File: src/rtl/branch_pkg.sv
// Shared encodings and helpers for the branch predictor: branch types,
// 2-bit counter states, controller FSM states.
package branch_pkg;

    typedef enum logic [1:0] {
        BR_BEQ = 2'b00,
        BR_BNE = 2'b01,
        BR_BLT = 2'b10,
        BR_BLE = 2'b11
    } br_type_e;

    typedef enum logic [1:0] {
        SNT = 2'b00,
        WNT = 2'b01,
        WT  = 2'b10,
        ST  = 2'b11
    } ctr_e;

    typedef enum logic {
        RUN   = 1'b0,
        FLUSH = 1'b1
    } state_e;

    // Branch outcome from the ALU flags; neg is the sign of rs - rt.
    function automatic logic eval_taken(input br_type_e btype,
                                        input logic     zero,
                                        input logic     neg);
        logic taken;
        taken = 1'b0;
        case (btype)
            BR_BEQ:  taken = zero;
            BR_BNE:  taken = !zero;
            BR_BLT:  taken = neg;
            BR_BLE:  taken = zero | neg;
            default: taken = 1'b0;
        endcase
        return taken;
    endfunction

    // Saturating step of a 2-bit counter toward the observed outcome.
    function automatic ctr_e ctr_update(input ctr_e cur, input logic taken);
        logic [1:0] val;
        val = cur;
        if (taken && cur != ST) begin
            val = val + 2'd1;
        end else if (!taken && cur != SNT) begin
            val = val - 2'd1;
        end
        return ctr_e'(val);
    endfunction

endpackage

File: src/rtl/bht_2bit.sv
// Branch history table: 2**IDX_W two-bit saturating counters with one
// combinational read port and one synchronous update port.
module bht_2bit
    import branch_pkg::*;
#(
    parameter int IDX_W = 4
) (
    input  logic             clk_i,
    input  logic             rst_i,
    input  logic [IDX_W-1:0] rd_idx_i,
    output logic             rd_taken_o,
    input  logic             upd_en_i,
    input  logic [IDX_W-1:0] upd_idx_i,
    input  logic             upd_taken_i
);

    localparam int DEPTH = 2 ** IDX_W;

    ctr_e ctr_q [DEPTH];

    // Read sees the pre-update value when read and update hit the same entry.
    assign rd_taken_o = ctr_q[rd_idx_i][1];

    // NOTE: the array lives in flops, not RAM, so it can and must be reset to WNT.
    always_ff @(posedge clk_i or negedge rst_i) begin
        if (!rst_i) begin
            for (int i = 0; i < DEPTH; i++) begin
                ctr_q[i] <= WNT;
            end
        end else if (upd_en_i) begin
            ctr_q[upd_idx_i] <= ctr_update(ctr_q[upd_idx_i], upd_taken_i);
        end
    end

endmodule

File: src/rtl/branch_predict_ctrl.sv
// Branch prediction and misprediction recovery: predicts at IF, resolves at
// EX, trains the history table and issues a one-cycle redirect/flush.
module branch_predict_ctrl
    import branch_pkg::*;
#(
    parameter int IDX_W = 4,
    parameter int PC_W  = 32,
    parameter int CNT_W = 16
) (
    input  logic            clk_i,
    input  logic            rst_i,
    input  logic [PC_W-1:0] if_pc_i,
    output logic            pred_taken_o,
    input  logic            ex_valid_i,
    input  logic            ex_branch_i,
    input  logic [PC_W-1:0] ex_pc_i,
    input  logic [1:0]      branch_type_i,
    input  logic            zero_i,
    input  logic            result_31_i,
    input  logic            ex_pred_taken_i,
    input  logic [PC_W-1:0] ex_target_i,
    input  logic [PC_W-1:0] ex_pc_plus4_i,
    output logic            redirect_o,
    output logic [PC_W-1:0] redirect_pc_o,
    output logic            flush_o,
    output logic [CNT_W-1:0] br_cnt_o,
    output logic [CNT_W-1:0] miss_cnt_o
);

    state_e            state_q;
    logic              redirect_q;
    logic              flush_q;
    logic [PC_W-1:0]   redirect_pc_q;
    logic [CNT_W-1:0]  br_cnt_q,   br_cnt_d;
    logic [CNT_W-1:0]  miss_cnt_q, miss_cnt_d;

    logic taken;
    logic resolve;
    logic mispredict;

    // Only the word-index bits of each PC select a table entry.
    logic pc_unused;
    assign pc_unused = ^{if_pc_i[PC_W-1:IDX_W+2], if_pc_i[1:0],
                         ex_pc_i[PC_W-1:IDX_W+2], ex_pc_i[1:0]};

    assign taken      = eval_taken(br_type_e'(branch_type_i), zero_i, result_31_i);
    assign resolve    = ex_valid_i && ex_branch_i && (state_q == RUN);
    assign mispredict = resolve && (taken != ex_pred_taken_i);

    bht_2bit #(
        .IDX_W(IDX_W)
    ) u_bht (
        .clk_i       (clk_i),
        .rst_i       (rst_i),
        .rd_idx_i    (if_pc_i[IDX_W+1:2]),
        .rd_taken_o  (pred_taken_o),
        .upd_en_i    (resolve),
        .upd_idx_i   (ex_pc_i[IDX_W+1:2]),
        .upd_taken_i (taken)
    );

    // NOTE: every always_comb output gets a default first so no latch is inferred.
    always_comb begin
        br_cnt_d   = br_cnt_q;
        miss_cnt_d = miss_cnt_q;
        if (resolve && br_cnt_q != '1) begin
            br_cnt_d = br_cnt_q + CNT_W'(1);
        end
        if (mispredict && miss_cnt_q != '1) begin
            miss_cnt_d = miss_cnt_q + CNT_W'(1);
        end
    end

    // NOTE: sequential state uses non-blocking assignments only.
    always_ff @(posedge clk_i or negedge rst_i) begin
        if (!rst_i) begin
            br_cnt_q   <= '0;
            miss_cnt_q <= '0;
        end else begin
            br_cnt_q   <= br_cnt_d;
            miss_cnt_q <= miss_cnt_d;
        end
    end

    // FLUSH lasts exactly one cycle, so redirect/flush are single-cycle pulses.
    always_ff @(posedge clk_i or negedge rst_i) begin
        if (!rst_i) begin
            state_q       <= RUN;
            redirect_q    <= 1'b0;
            flush_q       <= 1'b0;
            redirect_pc_q <= '0;
        end else begin
            redirect_q <= 1'b0;
            flush_q    <= 1'b0;
            case (state_q)
                RUN: begin
                    if (mispredict) begin
                        state_q       <= FLUSH;
                        redirect_q    <= 1'b1;
                        flush_q       <= 1'b1;
                        redirect_pc_q <= taken ? ex_target_i : ex_pc_plus4_i;
                    end
                end
                FLUSH:   state_q <= RUN;
                default: state_q <= RUN;
            endcase
        end
    end

    assign redirect_o    = redirect_q;
    assign flush_o       = flush_q;
    assign redirect_pc_o = redirect_pc_q;
    assign br_cnt_o      = br_cnt_q;
    assign miss_cnt_o    = miss_cnt_q;

endmodule

File: config.mk
export PLATFORM = sky130hd
export DESIGN_NAME = branch_predict_ctrl
export DESIGN_NICKNAME = d
export VERILOG_FILES = /design/src/rtl/branch_pkg.sv /design/src/rtl/bht_2bit.sv /design/src/rtl/branch_predict_ctrl.sv
export SDC_FILE = /design/constraint.sdc
export NUM_CORES = 1
export LEC_CHECK = 0
export ABC_AREA = 1
export BUFFER_PORTS_ARGS = -buffer_cell sky130_fd_sc_hd__buf_4
export CAP_MARGIN = 20
export CORE_UTILIZATION = 45
export CTS_CLUSTER_DIAMETER = 100
export DETAILED_ROUTE_END_ITERATION = 6
export GPL_TIMING_DRIVEN = 0
export PLACE_DENSITY = 0.81
export RECOVER_POWER = 50
export SETUP_SLACK_MARGIN = 0.4
export SYNTH_ARGS = -nofsm -noshare
export SYNTH_HDL_FRONTEND = slang
export SYNTH_SLANG_ARGS = --single-unit
File: constraint.sdc
create_clock -name clk_i -period 2.1 [get_ports clk_i]
set_input_delay 0.105 -clock clk_i [delete_from_list [all_inputs] [get_ports clk_i]]
set_output_delay 0.105 -clock clk_i [all_outputs]
set_load 0.05 [all_outputs]
==> flow_results.org <==
** Run status
- The flow ran to the end, and the final reports show no timing, DRC or antenna violations.

** Drt
- Starting DRC count in detailed routing :: 268
- The count of nets left with antenna violations once routing finished came out at 0.
- 1st-pass router iterations :: 5
- The detailed router placed 5532 vias in this run.
- Wire per inst :: 13.6 um
- Via-to-Cell Ratio :: 4.85
- For this run, design rule violations remaining after detail routing come to 0.
- The routed design has 15500 um of wire.

** Logic synthesis
- The synthesized netlist occupies a cell area of 5570 um2.
- Count of flip-flops with a built-in enable after synthesis :: 0
- Post-synthesis mux area share :: 0.719%
- Of the total synthesized cell area, the portion taken by full adders, half adders and majority gates is 0.899%.
- Area fraction in compound gates after synthesis :: 5.84%
- After synthesis, flip-flops and latches occupy 43.9% of the total area.
- #FFs+latches synth :: 97
- Of the total synthesized cell area, the portion taken by XOR and XNOR cells is 4.25%.
- Share of synthesized registers carrying an async set or reset :: 100%
- Most common library cells after synthesis :: sky130_fd_sc_hd__nand2_1 (324), sky130_fd_sc_hd__inv_1 (89), sky130_fd_sc_hd__dfrtp_1 (81), sky130_fd_sc_hd__nand3_1 (50), sky130_fd_sc_hd__nor2_1 (36)
- Largest area contributor in the netlist :: sky130_fd_sc_hd__dfrtp_1
- Most used DFF post-synth :: sky130_fd_sc_hd__dfrtp_1
- Area share of and/or/nand/nor cells after synthesis :: 35.0%
- The cell count after synthesis came out at 770.
- Yosys instantiated no cell more often than sky130_fd_sc_hd__nand2_1.
- In the post-synthesis netlist, the biggest area contributors are sky130_fd_sc_hd__dfrtp_1 (36%), sky130_fd_sc_hd__nand2_1 (22%), sky130_fd_sc_hd__dfstp_2 (7.5%), sky130_fd_sc_hd__inv_1 (6.0%), sky130_fd_sc_hd__nand3_1 (4.5%).
- Counting every net in the synthesized netlist gives 911.
- In this run, distinct cell masters in the synthesized netlist total 35.
- Synthesized area per cell :: 7.23 um2
- The Yosys step of the flow raised 0 warnings.
- Area fraction of the dominant cell type after synthesis :: 36.4%
- By area, the combinational part of the netlist is dominated by simple AND/OR/NAND/NOR gates.

** Finish
- Antenna Diode Count :: 0
- Layout cells sized above 1 :: 29.6%
- Relative to the synthesized area, the layout overhead comes to 40.2%.
- Nets@finish :: 1109
- Fillers :: 1036

** Worst setup path
- Crit. Startpoint :: u_bht.ctr_q[30]
- Class of the most critical setup path :: register to register
- Launching point of the worst reg2reg path :: u_bht.ctr_q[30]
- Peak fanout along the critical path :: 6
- Data on the critical path is required at its endpoint by 2.38 ns.
- Category of the worst setup path launch point :: register
- Arrival time of the worst setup path :: 2.34 ns
- STA classifies the critical path endpoint as a register.

** Die
- Die area :: 12800 um2
- Die Ht :: 113 um
- In this run the horizontal extent of the chip is 113 um.
- The floorplan has 40 rows.
- Core region area :: 12100 um2
- For this design the top-level I/O count stands at 204.
- Once the floorplan was initialized, standard cells occupied 46.2% of the core.

** Timing
- Measured against its own limit, the worst slew margin works out to 40.5%.
- Final Hold Violating Endpoints :: 0
- Setup_tns :: 0 ns
- The max-slew violation total from the final report came to 0.
- Final hold slack :: 0.0532 ns
- For the pin with the worst max-slew slack, the measured transition is 0.892 ns.
- For this run, the top clock speed supported by timing is 486 MHz.
- Setup violations remaining at the end of the flow were counted as 0.
- For the finished layout, the period the worst path requires is 2.06 ns.
- Crit share post-route :: 98.0%
- Clock skew on the completed layout was measured at 0.00572 ns.
- Unrepaired setup endpoints after global routing :: true

** Power and ir drop
- Overall power :: 0.00714 W
- VDD sags by at most 0.718 mV.
- Power density over cell area :: 915 nW/um2
- Leakage :: 3.91 nW

** Clock tree
- TritonCTS Sinks :: 97
- Clock-pin slew was measured on the worst setup and hold paths at 0.07 ns.
- Clock tree from TritonCTS :: done
- The H-tree was split into 3 levels.
- The number of clock buffers added by TritonCTS is 9.
- Clock root buffer master :: sky130_fd_sc_hd__clkbuf_16
- Source-to-sink clock delay at the later pin of the worst-skew pair :: 0.34 ns
- In this run the deepest clock path goes through 2 buffers.

** Min path
- Startpoint of the most critical hold path :: ex_pc_plus4_i[6]
- The tightest min-delay check is of the primary input to register type.

** Global route
- In the global route stage, overall resource usage came out at 24.1%.
- Vias in the first global route :: 5260
- Wire length of the first global-routing pass :: 24500 um
- Residual overflow from global routing :: 0
- Number of antenna violations at the first check in global routing :: 0
- Entering global routing, the biggest net connects 65 pins.

** Job
- Maxcap violations :: 0

** Place
- Once detailed placement completed, the half-perimeter wirelength came to 10600 um.
- Port Buffer Count :: 146
- Gp weighted congestion :: 0.887
[final timing paths]
| path | cells after the start | end | slack (ns) |
|---|---|---|---|
| setup / recovery | 13 | u_bht.ctr_q[1] | 0.04 |
| min in group asynchronous | 2 | br_cnt_o[11] | 0.42 |
| hold / removal | 5 | redirect_pc_o[6] | 0.05 |
| max in group asynchronous | 3 | u_bht.ctr_q[26] | 0.83 |
| hold reg to reg | 2 | u_bht.ctr_q[18] | 0.47 |
| setup reg to reg | 13 | u_bht.ctr_q[1] | 0.04 |
[sequential cells by signal (all words and copies together) (netlist names)]
name           cells
br_cnt_o          16
flush_o            1
miss_cnt_o        16
redirect_pc_o     32
u_bht.ctr_q       32
[cells in the final DEF (no fill, tap or decap), drive strengths merged]
cell,Yosys,routed
a21oi,7,7
mux2i,4,4
dlygate4sd3,0,1
xnor2,7,7
nand2,334,334
clkbuf,5,54
nand3b,1,1
dfrtp,81,81
o211ai,3,3
nand3,60,60
clkinv,0,3
nor4,2,2
dfstp,16,16
o21ai,49,49
nand4,5,5
nor2,40,40
xor2,20,20
nor3,12,12
ha,4,4
inv,96,96
buf,21,171
or2,3,3
[final cells by class]
cell class              instances  area, um2  area share (%)
clock inverters                 3       18.8           0.240
multi-input cells             551       2870            36.8
well taps                     168        210            2.69
inverters                      96        365            4.68
flip-flops and latches         97       2460            31.5
clock buffers                  13        250            3.21
plain buffers                  26        218            2.79
repair buffers                187       1410            18.1
[per-layer routing]
| metal | up-vias | wire length (um) | track usage, % | share of wire [%] |
|---|---|---|---|---|
| met5 | - | 0 | 0 | 0 |
| met4 | 0 | 386 | 6.75 | 2.5 |
| met3 | 36 | 1040 | 5.84 | 6.7 |
| met2 | 216 | 7570 | 41.2 | 49 |
| met1 | 2504 | 6540 | 30.4 | 42 |
| li1 | 2776 | - | - | - |
[through the flow]
step	util (%)	worst slack, ns	std cells	area [um2]
after floorplan	-	0.238	770	5700
after global placement	58.0	0.0344	1084	7000
after detailed placement	58.3	0.00238	1085	7030
after CTS	62.7	0.105	1120	7560
after global routing	64.7	-0.0651	1141	7810
final	64.7	0.0427	1141	7810
[report_power, final]
part | switching (W) | total [W] | leakage, nW | internal, W
registers | 0.000315 | 0.00264 | 1.19 | 0.00233
clock network | 0.000692 | 0.00153 | 0.134 | 0.000836
logic | 0.00193 | 0.00298 | 2.58 | 0.00105
[critical path: stages (launching register included)]
cell                        delay, ns
sky130_fd_sc_hd__dfstp_2         0.54
sky130_fd_sc_hd__nand2_2         0.06
sky130_fd_sc_hd__a21oi_2         0.16
sky130_fd_sc_hd__o21ai_2         0.08
sky130_fd_sc_hd__nand2_2         0.12
sky130_fd_sc_hd__nor2_4          0.05
sky130_fd_sc_hd__ha_4            0.14
sky130_fd_sc_hd__or2_4           0.26
sky130_fd_sc_hd__nand2_8         0.11
sky130_fd_sc_hd__nand2_4         0.08
sky130_fd_sc_hd__nand2_8         0.10
sky130_fd_sc_hd__clkbuf_16       0.16
sky130_fd_sc_hd__nand3_2         0.07
sky130_fd_sc_hd__nand2_1         0.06
[repair_timing]
item,CTS,global route
resized for setup,25,33
setup buffers,17,18
hold endpoints to repair,23,0
cloned,1,3
hold buffers,1,0
pin swaps,16,30
endpoints found under the setup margin,77,74
[cell families after synthesis]
group	count (synthesis)
AND/OR/NAND/NOR	457
buffers and inverters	122
adder cells (fa/ha/maj)	4
AO/OA/AOI/OAI	59
multiplexers	4
XOR/XNOR	27
flip-flops	97
Power figures use the tool's default switching activity.
